[src/rtl/riscv_core_pkg.sv]
// Shared core definitions: register address width, default datapath width
// and the writeback queue entry layout.
package riscv_core_pkg;

   localparam int REG_ADDR_W     = 5;
   localparam int DATA_WIDTH_DEF = 32;

   typedef struct packed {
      logic                      valid;
      logic [REG_ADDR_W-1:0]     addr;
      logic [DATA_WIDTH_DEF-1:0] data;
   } wb_entry_t;

endpackage

[src/rtl/wb_fifo.sv]
// Load-result queue for the writeback arbiter. Entries can be invalidated by
// destination address; invalidated entries still occupy a slot until popped.
// Optional macro WB_FWD_EN adds two address lookups returning the youngest
// valid matching entry.
module wb_fifo
   import riscv_core_pkg::*;
#(
   parameter int DATA_WIDTH = DATA_WIDTH_DEF,
   parameter int DEPTH      = 2
) (
   input  logic                  clk,
   input  logic                  rst_n,
   input  logic                  i_push,
   input  logic [REG_ADDR_W-1:0] i_push_addr,
   input  logic [DATA_WIDTH-1:0] i_push_data,
   input  logic                  i_pop,
   input  logic                  i_kill,
   input  logic [REG_ADDR_W-1:0] i_kill_addr,
   output logic                  o_full,
   output logic                  o_empty,
   output logic                  o_head_valid,
   output logic [REG_ADDR_W-1:0] o_head_addr,
   output logic [DATA_WIDTH-1:0] o_head_data
`ifdef WB_FWD_EN
   ,
   input  logic [REG_ADDR_W-1:0] i_lk_addr1,
   input  logic [REG_ADDR_W-1:0] i_lk_addr2,
   output logic                  o_lk_hit1,
   output logic                  o_lk_hit2,
   output logic [DATA_WIDTH-1:0] o_lk_data1,
   output logic [DATA_WIDTH-1:0] o_lk_data2
`endif
);

   localparam int PTR_W = (DEPTH > 1) ? $clog2(DEPTH) : 1;
   localparam int CNT_W = PTR_W + 1;

   logic [DEPTH-1:0]      r_valid;
   logic [REG_ADDR_W-1:0] r_addr [DEPTH];
   logic [DATA_WIDTH-1:0] r_data [DEPTH];
   logic [PTR_W-1:0]      r_wr_ptr;
   logic [PTR_W-1:0]      r_rd_ptr;
   logic [CNT_W-1:0]      r_count;
   logic                  w_push;
   logic                  w_pop;

   // A push is refused when full even if the head leaves on the same edge
   assign o_full       = (r_count == CNT_W'(DEPTH));
   assign o_empty      = (r_count == '0);
   assign w_push       = i_push & ~o_full;
   assign w_pop        = i_pop & ~o_empty;
   assign o_head_valid = r_valid[r_rd_ptr] & ~o_empty;
   assign o_head_addr  = r_addr[r_rd_ptr];
   assign o_head_data  = r_data[r_rd_ptr];

   // Pointer and occupancy bookkeeping
   always_ff @(posedge clk or negedge rst_n) begin
      if (!rst_n) begin
         r_wr_ptr <= '0;
         r_rd_ptr <= '0;
         r_count  <= '0;
      end else begin
         if (w_push) r_wr_ptr <= r_wr_ptr + PTR_W'(1);
         if (w_pop)  r_rd_ptr <= r_rd_ptr + PTR_W'(1);
         r_count <= r_count + CNT_W'(w_push) - CNT_W'(w_pop);
      end
   end

   // Valid bits: kill by address first so a same-edge push stays valid
   always_ff @(posedge clk or negedge rst_n) begin
      if (!rst_n) begin
         r_valid <= '0;
      end else begin
         for (int i = 0; i < DEPTH; i++) begin
            if (i_kill && r_addr[i] == i_kill_addr) r_valid[i] <= 1'b0;
         end
         if (w_push) r_valid[r_wr_ptr] <= 1'b1;
      end
   end

   // Payload storage needs no reset; it is qualified by the valid bits
   always_ff @(posedge clk) begin
      if (w_push) begin
         r_addr[r_wr_ptr] <= i_push_addr;
         r_data[r_wr_ptr] <= i_push_data;
      end
   end

`ifdef WB_FWD_EN
   // Oldest-to-youngest scan so the last match is the youngest entry
   function automatic logic [DATA_WIDTH:0] lookup(input logic [REG_ADDR_W-1:0] a);
      logic [DATA_WIDTH:0] res;
      logic [PTR_W-1:0]    idx;
      res = '0;
      for (int j = 0; j < DEPTH; j++) begin
         idx = r_rd_ptr + PTR_W'(j);
         if (CNT_W'(j) < r_count && r_valid[idx] && r_addr[idx] == a)
            res = {1'b1, r_data[idx]};
      end
      return res;
   endfunction

   // Lookup ports for forwarding
   always_comb begin
      {o_lk_hit1, o_lk_data1} = lookup(i_lk_addr1);
      {o_lk_hit2, o_lk_data2} = lookup(i_lk_addr2);
   end
`endif

endmodule

[src/rtl/wb_arbiter.sv]
// Register-file writeback arbiter between same-cycle ALU results and queued
// load results, with a starvation bound on queued results and write-after-write
// invalidation of stale loads. Optional macro WB_FWD_EN adds two forwarding
// lookup ports.
module wb_arbiter
   import riscv_core_pkg::*;
#(
   parameter int DATA_WIDTH = DATA_WIDTH_DEF,
   parameter int DEPTH      = 2,
   parameter int STARVE_MAX = 4
) (
   input  logic                  clk,
   input  logic                  rst_n,
   input  logic                  stall_en,
   input  logic                  alu_wr_en,
   input  logic [REG_ADDR_W-1:0] alu_wr_addr,
   input  logic [DATA_WIDTH-1:0] alu_wr_data,
   input  logic                  lsu_valid,
   output logic                  lsu_ready,
   input  logic [REG_ADDR_W-1:0] lsu_addr,
   input  logic [DATA_WIDTH-1:0] lsu_data,
   output logic                  rf_wr_en,
   output logic [REG_ADDR_W-1:0] rf_wr_addr,
   output logic [DATA_WIDTH-1:0] rf_wr_data,
   output logic                  wb_stall,
   output logic                  wb_busy
`ifdef WB_FWD_EN
   ,
   input  logic [REG_ADDR_W-1:0] fwd_addr1,
   input  logic [REG_ADDR_W-1:0] fwd_addr2,
   output logic                  fwd_hit1,
   output logic                  fwd_hit2,
   output logic [DATA_WIDTH-1:0] fwd_data1,
   output logic [DATA_WIDTH-1:0] fwd_data2
`endif
);

   localparam int SC_W = $clog2(STARVE_MAX + 1);

   logic                  w_full;
   logic                  w_empty;
   logic                  w_head_valid;
   logic [REG_ADDR_W-1:0] w_head_addr;
   logic [DATA_WIDTH-1:0] w_head_data;
   logic                  w_push;
   logic                  w_pop;
   logic                  w_alu_win;
   logic                  w_starve;
   logic [SC_W-1:0]       r_starve_cnt;

   // Outputs are gated by rst_n so they read 0 throughout reset
   assign lsu_ready = rst_n & ~w_full;
   assign w_push    = lsu_valid & lsu_ready & (lsu_addr != '0);
   assign wb_busy   = ~w_empty;
   assign w_starve  = ~w_empty & (r_starve_cnt == SC_W'(STARVE_MAX));

   // Writeback source selection, highest priority first
   always_comb begin
      w_pop     = 1'b0;
      w_alu_win = 1'b0;
      wb_stall  = 1'b0;
      if (rst_n && !stall_en) begin
         if (w_starve) begin
            w_pop    = 1'b1;
            wb_stall = alu_wr_en;
         end else if (alu_wr_en && alu_wr_addr != '0) begin
            w_alu_win = 1'b1;
         end else if (!w_empty) begin
            w_pop = 1'b1;
         end
      end
   end

   assign rf_wr_en   = w_alu_win | (w_pop & w_head_valid);
   assign rf_wr_addr = w_alu_win ? alu_wr_addr : w_head_addr;
   assign rf_wr_data = w_alu_win ? alu_wr_data : w_head_data;

   // Cycles the head has waited unserved; frozen while stalled
   always_ff @(posedge clk or negedge rst_n) begin
      if (!rst_n) begin
         r_starve_cnt <= '0;
      end else if (w_pop || w_empty) begin
         r_starve_cnt <= '0;
      end else if (!stall_en && !w_starve) begin
         r_starve_cnt <= r_starve_cnt + SC_W'(1);
      end
   end

`ifdef WB_FWD_EN
   logic                  w_qhit1;
   logic                  w_qhit2;
   logic [DATA_WIDTH-1:0] w_qdata1;
   logic [DATA_WIDTH-1:0] w_qdata2;
   logic                  w_cur1;
   logic                  w_cur2;

   // The committing write is newer than anything queued, so it wins
   always_comb begin
      w_cur1    = rf_wr_en && (rf_wr_addr == fwd_addr1);
      w_cur2    = rf_wr_en && (rf_wr_addr == fwd_addr2);
      fwd_hit1  = (fwd_addr1 != '0) && (w_cur1 || w_qhit1);
      fwd_hit2  = (fwd_addr2 != '0) && (w_cur2 || w_qhit2);
      fwd_data1 = w_cur1 ? rf_wr_data : w_qdata1;
      fwd_data2 = w_cur2 ? rf_wr_data : w_qdata2;
   end
`endif

   wb_fifo #(
      .DATA_WIDTH (DATA_WIDTH),
      .DEPTH      (DEPTH)
   ) u_fifo (
      .clk          (clk),
      .rst_n        (rst_n),
      .i_push       (w_push),
      .i_push_addr  (lsu_addr),
      .i_push_data  (lsu_data),
      .i_pop        (w_pop),
      .i_kill       (w_alu_win),
      .i_kill_addr  (alu_wr_addr),
      .o_full       (w_full),
      .o_empty      (w_empty),
      .o_head_valid (w_head_valid),
      .o_head_addr  (w_head_addr),
      .o_head_data  (w_head_data)
`ifdef WB_FWD_EN
      ,
      .i_lk_addr1   (fwd_addr1),
      .i_lk_addr2   (fwd_addr2),
      .o_lk_hit1    (w_qhit1),
      .o_lk_hit2    (w_qhit2),
      .o_lk_data1   (w_qdata1),
      .o_lk_data2   (w_qdata2)
`endif
   );

endmodule

[config.mk]
export PLATFORM = sky130hd
export DESIGN_NAME = wb_arbiter
export DESIGN_NICKNAME = d
export VERILOG_FILES = /design/src/rtl/riscv_core_pkg.sv /design/src/rtl/wb_fifo.sv /design/src/rtl/wb_arbiter.sv
export SDC_FILE = /design/constraint.sdc
export NUM_CORES = 1
export LEC_CHECK = 0
export CAP_MARGIN = 20
export CORE_UTILIZATION = 40
export CTS_BUF_LIST = sky130_fd_sc_hd__clkbuf_2 sky130_fd_sc_hd__clkbuf_4 sky130_fd_sc_hd__clkbuf_8
export DETAILED_ROUTE_END_ITERATION = 16
export PLACE_DENSITY = 0.72
export SYNTH_ARGS = -nofsm -noshare
export SYNTH_HDL_FRONTEND = slang
export SYNTH_SLANG_ARGS = --single-unit
[constraint.sdc]
create_clock -name clk -period 6.85 [get_ports clk]
set_clock_uncertainty 0.15 [all_clocks]
set_input_delay 1.37 -clock clk [delete_from_list [all_inputs] [get_ports clk]]
set_output_delay 1.37 -clock clk [all_outputs]
set_load 0.02 [all_outputs]
======== After elaboration in Yosys (flattened, before gate mapping) ========
Memories as Yosys holds them, arrays and structs flattened.
Cells that the tools add are included.
word-level totals
  register bits ........................... 9
  RAM bits ................................ 74
  input bits .............................. 79
  logic and storage cells ................. 66
  memories kept ........................... 2
cells by class
  $add $sub $neg .......................... 5
  magnitude comparators ................... 3
  eq/ne operators ......................... 4
  mux-type cells .......................... 22
  bitwise operators ....................... 12
  reduce and logical (&&, ||, !) cells .... 13
memories
  name           depth  width  rd ports  clocked after memory_dff  wr ports  RTL line       RTL
  u_fifo.r_data  2      32     1         0                         1         wb_fifo.sv:40  logic [DATA_WIDTH-1:0] r_data [DEPTH];
  u_fifo.r_addr  2      5      3         0                         1         wb_fifo.sv:39  logic [REG_ADDR_W-1:0] r_addr [DEPTH];
operator list
  cell                                                                          number
  32-bit two-way mux                                                            1
  1-bit two-way mux                                                             16
  5-bit == test                                                                 2
  5-bit nonzero test                                                            2
  1-bit AND                                                                     8
  1-bit logical AND                                                             6
  3-bit two-way mux                                                             2
  5-bit two-way mux                                                             1
  1-bit by 2-bit less-than comparator with 1-bit output, second input constant  2
  3-bit by 1-bit adder with 3-bit output, second input constant                 1
  3-bit == test, second input constant                                          1
  1-bit adder, second input constant                                            2
  2-bit by 1-bit adder with 2-bit output                                        1
  2-bit == test, second input constant                                          1
  1-bit logical NOT                                                             2
  2-bit logical NOT                                                             1
  2-bit two-way mux                                                             1
  1-bit inverter                                                                2
  2-bit bitwise OR                                                              1
  2-bit nonzero test                                                            1
  2-bit by 1-bit subtractor with 2-bit output                                   1
  1-bit demux with 1-bit select                                                 1
  1-bit greater-or-equal comparator, second input constant                      1
  1-bit logical OR                                                              1
  1-bit bitwise OR                                                              1

======== Depth between registers and ports, before layout ========
  depth after elaboration ................. 9
  depth in mapped cells ................... 10

======== Hierarchy ========
Synthesis repeated with hierarchy kept, for this count alone.
second synthesis, totals
  cell total of the unflattened synthesis .. 241
  area, all modules ....................... 3890.0 um2
by module, submodules not included
  module      instances  cells an instance  area each (um2)  seq. area each (um2)
  wb_fifo     1          160                3123.0           2372.3
  wb_arbiter  1          81                 767.0            75.1

======== Worst setup path after synthesis ========
OpenSTA, ideal clock, no wires.
  kind .................................... input-to-output
  start point ............................. in alu_wr_addr[1]
  end point ............................... out rf_wr_data[24]
  data arrival time ....................... 2.800 ns
  required time ........................... 5.330 ns
  slack ................................... 2.530 ns
  stages .................................. 6
  buffers on the path ..................... 2
  path through ............................ or4_1 > o21ai_2 > or3_1 > buf_6 > buf_12 > mux2_2
between the ends
  longest elaborated chain between the ends .. 6
RTL lines
  item                RTL line          RTL
  start, declared     wb_arbiter.sv:16  input logic [REG_ADDR_W-1:0] alu_wr_addr,
  5-bit nonzero test  wb_arbiter.sv:66  end else if (alu_wr_en && alu_wr_addr != '0) begin
  1-bit logical AND   wb_arbiter.sv:66
  1-bit two-way mux   wb_arbiter.sv:66
  1-bit two-way mux   wb_arbiter.sv:63  if (w_starve) begin
  1-bit two-way mux   wb_arbiter.sv:62  if (rst_n && !stall_en) begin
  32-bit two-way mux  wb_arbiter.sv:76  assign rf_wr_data = w_alu_win ? alu_wr_data : w_head_data;
  end, declared       wb_arbiter.sv:24  output logic [DATA_WIDTH-1:0] rf_wr_data,
Every way passes these cells.

======== Final worst setup path ========
  start point ............................. in alu_wr_addr[1]
  end point ............................... out rf_wr_addr[2]
between the ends
  longest elaborated chain between the ends .. 6
RTL lines
  item                RTL line          RTL
  5-bit nonzero test  wb_arbiter.sv:66
  1-bit logical AND   wb_arbiter.sv:66
  1-bit two-way mux   wb_arbiter.sv:66
  1-bit two-way mux   wb_arbiter.sv:63
  1-bit two-way mux   wb_arbiter.sv:62
  5-bit two-way mux   wb_arbiter.sv:75  assign rf_wr_addr = w_alu_win ? alu_wr_addr : w_head_addr;
  end, declared       wb_arbiter.sv:23  output logic [REG_ADDR_W-1:0] rf_wr_addr,
Every way passes these cells.

==> flow_metrics.tcl <==
set metrics [dict create \
    timing_hold_violations_final 0 \
    post_synthesis_average_cell_area_um2 17.2 \
    total_gr_overflow 0 \
    worstSkewPairLatency_ns 0.35 \
    multi_input_gate_area_in_the_final_layout_um2 1360 \
    cp-end-kind "output pin" \
    hold_buffers 0 \
    cts.sinks 83 \
    synth.lib_cells_used.distinct 34 \
    timing.hold.worst.class "flip-flop to flip-flop" \
    tritoncts "done" \
    ant_cells 0 \
    root_buffer "sky130_fd_sc_hd__clkbuf_8" \
    synth_cells 230 \
    p_comb_share_pct 38.7 \
    flow.area_growth_from_synthesis_pct 36.6 \
    synth.area.top_cells "sky130_fd_sc_hd__edfxtp_1, sky130_fd_sc_hd__mux2_2, sky130_fd_sc_hd__mux2_4, sky130_fd_sc_hd__dfrtp_1, sky130_fd_sc_hd__buf_12" \
    total_leakage_power_uw 0.00199 \
    sequential_power_share_pct 42.5 \
    chipHeight_um 101 \
    rsz0062_at_grt "false" \
    rows 35 \
    design_power_total_uw 1660 \
    worst_voltage_drop_across_the_vdd_grid_v 0.000173 \
    synth_top_cell_by_area "sky130_fd_sc_hd__edfxtp_1" \
    place.gp.congestion 0.763 \
    initial_utilization_pct 41.9 \
    drt_wl_total_mm 7.41 \
    grt_overall_usage_pct 14.7 \
    setup_viol 0 \
    layout_fillers 771 \
    whs_ns 0.370 \
    via_per_inst 4.73 \
    postRouteAntennaNets 0 \
    port-buffer-count 119 \
    post-place-cells 471 \
    synthFlopType "sky130_fd_sc_hd__edfxtp_1" \
    p_switching_uw 513 \
    pwr_density_cell_nw_per_um2 308 \
    clock.fmax_ghz 0.168 \
    postSynth.asyncResetShare_pct 10.8 \
    synth_edf_count 74 \
    dp_worst_setup_slack_ns 0.844 \
    placeableCoreArea_um2 9420 \
    drc_violations 0 \
    largest_net_degree_at_the_start_of_global_routing 40 \
    total_negative_slack_for_setup_checks_ns 0 \
    wire_length_of_the_first_global_routing_pass_mm 11.2 \
    final.period_utilization_pct 86.9 \
    cp-start-kind "input port" \
    cp.required_ns 5.33 \
    num_cts_buffers 9 \
    grt_antenna_before_repair 0 \
    die_area_um2 10300 \
    critPathArrivalTime_ns 4.43 \
    seq_area_frac_synth_pct 62.0 \
    p_int_uw 1150 \
    synth_largest_type_area_fraction_pct 56.3 \
    final-max-slew-violation-count 0 \
    postLayoutSetupSlackWorst_ns 0.899 \
    synth-warning-count 0 \
    drt_pass1_iterations 4 \
    layout_min_cycle_time_ns 5.95 \
    postSynthRegisterBits 83 \
    design.portCount 120 \
    cell_area_after_synthesis_um2 3950 \
    fin_cells 487 \
    swShare_pct 30.9 \
    critical_path_class "input port to output pin" \
    quantity_of_gates_resized_following_cts 0 \
    synthMostInstantiatedCell "sky130_fd_sc_hd__edfxtp_1" \
    worst-path-max-fanout 22 \
    clkTransAtPathRegs_ns 0.08 \
    sequential_cell_area_um2 2450 \
    maxSlewHeadroom_pct 35.2 \
    wl_per_cell_um 15.2 \
    status "completed" \
    clockBufferDepth 2 \
    fp.dieW_um 101 \
    synthesis.nets 313 \
    vias 2303 \
    ctsHtreeMaxLevel 3 \
    nets 436 \
    via_count_of_the_first_global_routing_pass 2330 \
    cts_setup_buffers 0 \
    worst_pin_slew_ns 0.973 \
    cap_viol_max_count 0 \
    pwr-share-clk_pct 18.9 \
    post_synth_most_frequent_cells "sky130_fd_sc_hd__edfxtp_1, sky130_fd_sc_hd__mux2_2, sky130_fd_sc_hd__mux2_4" \
    final_layout_size_suffix_gt1_share_pct 27.4 \
    detailed_place_hpwl_mm 4.96 \
    drt_iter0_drc 43 \
]
==> cells in the final DEF (no fill, tap or decap), types with 2 or more instances in the layout <==
| master | Yosys | final |
|---|---|---|
| sky130_fd_sc_hd__o21ai_0 | 2 | 2 |
| sky130_fd_sc_hd__dfrtp_1 | 9 | 8 |
| sky130_fd_sc_hd__and3_1 | 2 | 2 |
| sky130_fd_sc_hd__nor3_1 | 4 | 4 |
| sky130_fd_sc_hd__ha_1 | 4 | 4 |
| sky130_fd_sc_hd__nor2_1 | 4 | 4 |
| sky130_fd_sc_hd__clkinvlp_4 | 0 | 3 |
| sky130_fd_sc_hd__mux2_4 | 30 | 30 |
| sky130_fd_sc_hd__xor2_1 | 6 | 6 |
| sky130_fd_sc_hd__clkdlybuf4s50_1 | 0 | 119 |
| sky130_fd_sc_hd__clkinv_4 | 0 | 2 |
| sky130_fd_sc_hd__edfxtp_1 | 74 | 74 |
| sky130_fd_sc_hd__and2_2 | 0 | 2 |
| sky130_fd_sc_hd__o31a_1 | 2 | 2 |
| sky130_fd_sc_hd__nand3_1 | 2 | 2 |
| sky130_fd_sc_hd__buf_4 | 0 | 3 |
| sky130_fd_sc_hd__inv_1 | 9 | 9 |
| sky130_fd_sc_hd__mux2i_1 | 2 | 2 |
| sky130_fd_sc_hd__clkbuf_8 | 0 | 9 |
| sky130_fd_sc_hd__xnor2_1 | 9 | 9 |
| sky130_fd_sc_hd__mux2_2 | 44 | 44 |
==> layout make-up <==
| type | instances | share of cell area, % |
|---|---|---|
| Multi-Input combinational cell | 128 | 25.2 |
| Clock inverter | 7 | 0.974 |
| Inverter | 9 | 0.626 |
| Clock buffer | 9 | 2.30 |
| Tap cell | 129 | 2.99 |
| Sequential cell | 83 | 45.4 |
| Timing Repair Buffer | 122 | 22.5 |
==> logic make-up (layout without fill, tap and decap cells) <==
| group | count (synthesis) | count (layout) | synth area share (%) |
|---|---|---|---|
| AOI/OAI and AO/OA | 13 | 13 | 2.60 |
| xor gates and xnor gates | 15 | 15 | 3.33 |
| adders and majority gates | 4 | 4 | 1.27 |
| buffers and inverters | 19 | 147 | 3.68 |
| DFF | 83 | 83 | 62.0 |
| muxes | 76 | 76 | 24.5 |
| and+or+nand+nor | 20 | 20 | 2.69 |
==> metal layers <==
layer | vias to the layer above | global-route usage (%) | wire length [um]
met5 | - | 0 | 0
met4 | 0 | 4.01 | 53
met3 | 6 | 4.90 | 429
met2 | 78 | 25.9 | 3740
met1 | 1104 | 17.2 | 3190
li1 | 1115 | - | -
==> flip-flops by register name, indices dropped and copies added, names as in the netlist <==
register	flops
u_fifo.r_addr	10
u_fifo.r_wr_ptr	1
u_fifo.r_count	2
u_fifo.r_rd_ptr	1
u_fifo.r_valid	2
r_starve_cnt	3
u_fifo.r_data	64
==> power groups by stage <==
stage | registers, uW | clock network (uW) | logic (uW)
after floorplan | 666 | 0 | 447
after global placement | 718 | 0 | 640
after detailed placement | 721 | 0 | 649
after CTS | 710 | 323 | 652
after global routing | 721 | 338 | 688
final | 706 | 314 | 643
==> critical path, cell delays in order <==
cell and delay (ns):
sky130_fd_sc_hd__clkdlybuf4s50_1 0.49, sky130_fd_sc_hd__or4_1 0.58, sky130_fd_sc_hd__o21ai_2 0.16, sky130_fd_sc_hd__or3_2 0.56
sky130_fd_sc_hd__buf_4 0.39, sky130_fd_sc_hd__mux2_4 0.33, sky130_fd_sc_hd__clkdlybuf4s50_1 0.54
==> per-stage QoR <==
| stage | instance area (um2) | util, % |
|---|---|---|
| detailed placement | 5220 | 55.4 |
| CTS | 5390 | 57.3 |
| global route | 5390 | 57.3 |
| floorplan | 3950 | - |
| global placement | 5220 | 55.4 |
| finish | 5390 | 57.3 |
==> path summary, 6_finish.rpt <==
path,startpoint,cells past startpoint,endpoint,slack [ns]
worst max-delay path,alu_wr_addr[1],7,rf_wr_addr[2],0.90
max in group asynchronous,rst_n,2,u_fifo.r_rd_ptr,5.24
min in group asynchronous,rst_n,2,u_fifo.r_count[0],1.15
worst min register to register,u_fifo.r_wr_ptr,1,u_fifo.r_wr_ptr,0.37
worst min-delay path,u_fifo.r_wr_ptr,1,u_fifo.r_wr_ptr,0.37
worst max register to register,r_starve_cnt[0],6,u_fifo.r_valid[1],4.31
No activity file was read; power rests on OpenSTA's default activity.
